$ cat src/rtl/macc_l1_cfu.sv
// CFU-L1 fixed-latency multiply-accumulate unit with per-state accumulators.
// Status encodings live in cfu_pkg, shared with the requester side.
package cfu_pkg;
    localparam int CFU_CFU_ID_W = 8;
    localparam int CFU_STATUS_W = 3;
    localparam logic [CFU_STATUS_W-1:0] CFU_OK            = 3'd0;
    localparam logic [CFU_STATUS_W-1:0] CFU_ERROR_CFU     = 3'd1;
    localparam logic [CFU_STATUS_W-1:0] CFU_ERROR_OP      = 3'd2;
    localparam logic [CFU_STATUS_W-1:0] CFU_ERROR_STATE   = 3'd3;
    localparam logic [CFU_STATUS_W-1:0] CFU_ERROR_OFFLINE = 3'd4;
    localparam logic [CFU_STATUS_W-1:0] CFU_ERROR_CUSTOM  = 3'd7;
endpackage

// Handshake: a request is taken on any enabled edge with req_valid=1 (no ready);
// resp_valid pulses for one enabled cycle CFU_LATENCY enabled cycles later and is
// always accepted by the requester. Status/data read as zero when resp_valid=0.
module macc_l1_cfu
    import cfu_pkg::*;
#(
    parameter int CFU_LATENCY   = 2,
    parameter int CFU_N_STATES  = 4,
    parameter int CFU_FUNC_ID_W = 10,
    parameter int CFU_DATA_W    = 32,
    localparam int CFU_STATE_W  = (CFU_N_STATES > 1) ? $clog2(CFU_N_STATES) : 1
) (
    input  logic                     clk,
    input  logic                     rst_n,
    input  logic                     clk_en,
    input  logic                     req_valid,
    input  logic [CFU_CFU_ID_W-1:0]  req_cfu,
    input  logic [CFU_STATE_W-1:0]   req_state,
    input  logic [CFU_FUNC_ID_W-1:0] req_func,
    input  logic [CFU_DATA_W-1:0]    req_data0,
    input  logic [CFU_DATA_W-1:0]    req_data1,
    output logic                     resp_valid,
    output logic [CFU_STATUS_W-1:0]  resp_status,
    output logic [CFU_DATA_W-1:0]    resp_data
);

    logic [CFU_DATA_W-1:0]   acc_q [CFU_N_STATES];
    logic [CFU_LATENCY-1:0]  vld_q;
    logic [CFU_STATUS_W-1:0] sts_q [CFU_LATENCY];
    logic [CFU_DATA_W-1:0]   dat_q [CFU_LATENCY];

    logic                    accept;
    logic                    op_ok;
    logic                    state_ok;
    logic [CFU_DATA_W-1:0]   acc_cur;
    logic [CFU_DATA_W-1:0]   prod;
    logic [CFU_DATA_W-1:0]   mac_sum;
    logic [CFU_STATUS_W-1:0] status_d;
    logic [CFU_DATA_W-1:0]   result_d;
    logic                    acc_wr_en;
    logic [CFU_DATA_W-1:0]   acc_wr_data;

    // The CFU id is routed by the requester; this unit answers to any id.
    logic unused_cfu;
    assign unused_cfu = ^req_cfu;

    assign accept   = clk_en && req_valid;
    assign op_ok    = (req_func[CFU_FUNC_ID_W-1:3] == '0) && (req_func[2:0] <= 3'd4);
    assign state_ok = int'(req_state) < CFU_N_STATES;

    always_comb begin
        acc_cur     = '0;
        prod        = req_data0 * req_data1;
        status_d    = CFU_OK;
        result_d    = '0;
        acc_wr_en   = 1'b0;
        acc_wr_data = '0;
        if (state_ok) begin
            acc_cur = acc_q[req_state];
        end
        mac_sum = acc_cur + prod;
        // Opcode errors win over state errors; neither touches an accumulator.
        if (!op_ok) begin
            status_d = CFU_ERROR_OP;
        end else if (!state_ok) begin
            status_d = CFU_ERROR_STATE;
        end else begin
            case (req_func[2:0])
                3'd0: result_d = prod;
                3'd1: begin
                    result_d    = mac_sum;
                    acc_wr_en   = 1'b1;
                    acc_wr_data = mac_sum;
                end
                3'd2: result_d = acc_cur;
                3'd3: begin
                    result_d    = acc_cur;
                    acc_wr_en   = 1'b1;
                    acc_wr_data = req_data0;
                end
                3'd4: begin
                    result_d    = acc_cur;
                    acc_wr_en   = 1'b1;
                    acc_wr_data = '0;
                end
                default: result_d = '0;
            endcase
        end
    end

    // Accumulators commit at the accept edge, so same-state MACs chain freely.
    always_ff @(posedge clk or negedge rst_n) begin
        if (!rst_n) begin
            for (int i = 0; i < CFU_N_STATES; i++) begin
                acc_q[i] <= '0;
            end
        end else if (accept && acc_wr_en) begin
            acc_q[req_state] <= acc_wr_data;
        end
    end

    // Stage payloads stay zero for empty slots, so outputs need no masking.
    always_ff @(posedge clk or negedge rst_n) begin
        if (!rst_n) begin
            vld_q <= '0;
            for (int i = 0; i < CFU_LATENCY; i++) begin
                sts_q[i] <= '0;
                dat_q[i] <= '0;
            end
        end else if (clk_en) begin
            vld_q[0] <= accept;
            sts_q[0] <= accept ? status_d : '0;
            dat_q[0] <= accept ? result_d : '0;
            for (int i = 1; i < CFU_LATENCY; i++) begin
                vld_q[i] <= vld_q[i-1];
                sts_q[i] <= sts_q[i-1];
                dat_q[i] <= dat_q[i-1];
            end
        end
    end

    assign resp_valid  = vld_q[CFU_LATENCY-1];
    assign resp_status = sts_q[CFU_LATENCY-1];
    assign resp_data   = dat_q[CFU_LATENCY-1];

endmodule

$ cat config.mk
export PLATFORM = sky130hd
export DESIGN_NAME = macc_l1_cfu
export DESIGN_NICKNAME = d
export VERILOG_FILES = /design/src/rtl/macc_l1_cfu.sv
export SDC_FILE = /design/constraint.sdc
export NUM_CORES = 2
export LEC_CHECK = 0
export CORE_ASPECT_RATIO = 0.5
export CORE_MARGIN = 5
export CORE_UTILIZATION = 55
export CTS_BUF_LIST = sky130_fd_sc_hd__clkbuf_16
export DETAILED_ROUTE_END_ITERATION = 8
export PLACE_DENSITY = 0.71
export SLEW_MARGIN = 10
export SYNTH_ARGS = -nofsm -noshare
export SYNTH_HDL_FRONTEND = slang
export SYNTH_SLANG_ARGS = --single-unit
$ cat constraint.sdc
create_clock -name clk -period 5.01 [get_ports clk]
set_input_delay 0.7515 -clock clk [delete_from_list [all_inputs] [get_ports clk]]
set_output_delay 0.7515 -clock clk [all_outputs]
set_load 0.005 [all_outputs]
==> flow_summary.toml <==
[outcome]
status = "finished with violations"
violations = "negative setup slack"

[detailed_routing]
drc = 0
drtIter0Drc = 2151
wl_per_cell_um = 21.7
postRouteWirelength_um = 83300
viasPerCell = 5.72
dr.pass1.iters = 6
final_antenna_net_count = 0
vias = 22000

[run]
maxCapViolCount = 0

[timing]
fmax_ghz = 0.117
period_share_pct = 171
fin_worst_skew_ns = 0.0161
final.setup.worst_slack_ns = -3.54
slew-limit-headroom_pct = 24.9
setup_viol = 130
drv_slew = 0
min_period_ns = 8.55
worst_pin_slew_ns = 1.13
grt_setup_unrepaired = "yes"
final_hold_viol_count = 0

[die]
row_count = 56
ioPinCount = 124
core_um2 = 47000
die-area_um2 = 52500
start_util_pct = 55.9
die_w_um = 319
die_y_um = 165

[synthesis]
synth_top_area_cell = "fa_1"
synth_common_cells = "nand2_1 (424), inv_1 (417), fa_1 (409), and2_1 (280), dfrtp_1 (196)"
synth.top_cell.area_share_pct = 31.2
yosysMostFrequentCell = "nand2_1"
synth_edf_count = 0
synth-async-reset-ratio_pct = 100
synth-seq-cells = 196
synth_area_um2 = 26300
ys_warn_count = 0
postSynthAreaPerCell_um2 = 9.41
synthTopCellsByArea = "fa_1 (31%), dfrtp_1 (19%), ha_1 (7.3%)"
ys_seq_area_share_pct = 18.7
synth_cell_types = 67
synth_ff_type = "dfrtp_1"
syn_inst = 2791

[placement]
place_area_um2 = 30700
dp.cells = 3726
port_buffers = 113
hpwl_um = 62600
place_ws_ns = -4.31
place.gp.congestion = 0.958

[clock_network]
clkSlewWorstSetupHoldPaths_ns = 0.08
holdBufCountCts = 0
worstSkewPairLatency_ns = 0.45
cts.sinks = 196
numCtsBuffers = 17
clk_path_buf_depth = 2
clockRootBuffer = "clkbuf_16"
cts_tree = "yes"
htreeDepth = 4

[layout]
fin_cells = 3840
nets = 3838
final_cell_area_um2 = 34000
drive_gt1_share_pct = 29.2
syn_to_final_growth_pct = 29.3
utilization_pct = 72.3

[worst_setup_path]
endpoint_kind = "register"
arrival_ns = 8.85
crit_slowest_cell = "fa_1"
path_common_cell = "fa_1"
critPathMaxStageDelay_ns = 0.54
path_class = "in2reg"
crit_fanout = 7
cp.required_ns = 5.31
critPathBufInv = 7
crit_family = "adder cells"
startpoint_type = "input port"

[global_route]
grt_pass1_wl_um = 129000
grt_pass1_vias = 23000
grt_max_degree = 113
grt_overflow = 0
antenna_found_initial = 3
track_usage_pct = 31.4

[hold_path]
hold_class = "in2async"
[sequential cells by signal (all words and copies together), names as in the netlist]
register     cells
acc_q          128
dat_q           32
resp_data       32
resp_status      1
sts_q            1
vld_q            2
[logic make-up after synthesis]
group	synth area share, %
and+or+nand+nor	15.5
buffers and inverters	9.16
adders and majority gates	38.5
AOI/OAI and AO/OA	9.73
DFF	18.7
xor gates and xnor gates	3.51
muxes	4.89
other	0.0143
[worst paths after layout]
kind,from,to,slack (ns),cells past startpoint
setup / recovery,req_data1[2],acc_q[125],-3.54,35
hold / removal,rst_n,acc_q[4],0.39,1
setup reg to reg,acc_q[0],acc_q[30],1.15,16
hold reg to reg,acc_q[45],acc_q[45],0.48,2
max in group asynchronous,rst_n,acc_q[20],3.43,2
min in group clk,acc_q[45],acc_q[45],0.48,2
[repair_timing]
action | 4_1_cts | 5_1_grt
cloned | 9 | 0
endpoints found under the setup margin | 139 | 135
resized for setup | 341 | 237
buffers inserted | 52 | 34
pin swaps | 159 | 159
[per-layer routing]
layer | part of all wire (%) | vias up | track usage, %
met3 | 9.0 | 150 | 6.25
met4 | 2.6 | 0 | 7.21
li1 | - | 9592 | -
met1 | 42 | 11300 | 44.1
met5 | 0 | - | 0
met2 | 46 | 961 | 51.3
[area by class of cell]
class,instances,area [um^2]
sequential,196,4900
tap,638,798
antenna,2,5.00
multi-input combinational,1991,21100
clock inverter,15,141
clock buffer,17,425
inverter,418,1580
fill,3300,13000
timing repair buffer,563,5020
[worst reg2reg max path, stage by stage (launching register included)]
cell      delay [ns]
dfrtp_1         0.39
mux4_2          0.53
ha_1            0.22
inv_1           0.08
fa_1            0.24
nor2b_1         0.07
o21a_1          0.18
o21a_1          0.20
o311a_4         0.36
o211ai_1        0.31
a21boi_2        0.11
a211oi_2        0.27
buf_4           0.19
a21boi_2        0.06
mux2i_1         0.23
buf_4           0.19
a31oi_1         0.08
[layout by cell type, fill, tap and decap left out, types with 14 or more instances in the layout]
master	n
a222oi_1	14
and2_1	261
nand2_1	407
a21oi_1	25
mux2_2	40
a22o_1	14
o21ai_1	54
xnor2_2	14
mux4_2	32
clkdlybuf4s50_1	73
inv_1	392
xnor2_1	55
clkbuf_16	17
and2_4	20
xor2_1	16
nor2_1	44
a21oi_2	32
a21o_1	40
ha_1	112
fa_2	36
buf_4	371
inv_2	24
a31oi_1	15
ha_4	36
buf_6	58
fa_1	373
o21ai_0	43
dfrtp_1	196
o2bb2ai_1	18
o21ai_2	45
[per-stage QoR]
step	hold WS (ns)	TNS [ns]
after floorplan	0.445	-307.29
after detailed placement	0.467	-456.85
final	0.385	-354.88
after global routing	0.472	-382.06
after global placement	0.457	-449.57
after CTS	0.444	-341.16
Power is not shown: default switching activity piles up to over one toggle a cycle in this logic, so the estimate is an artifact.
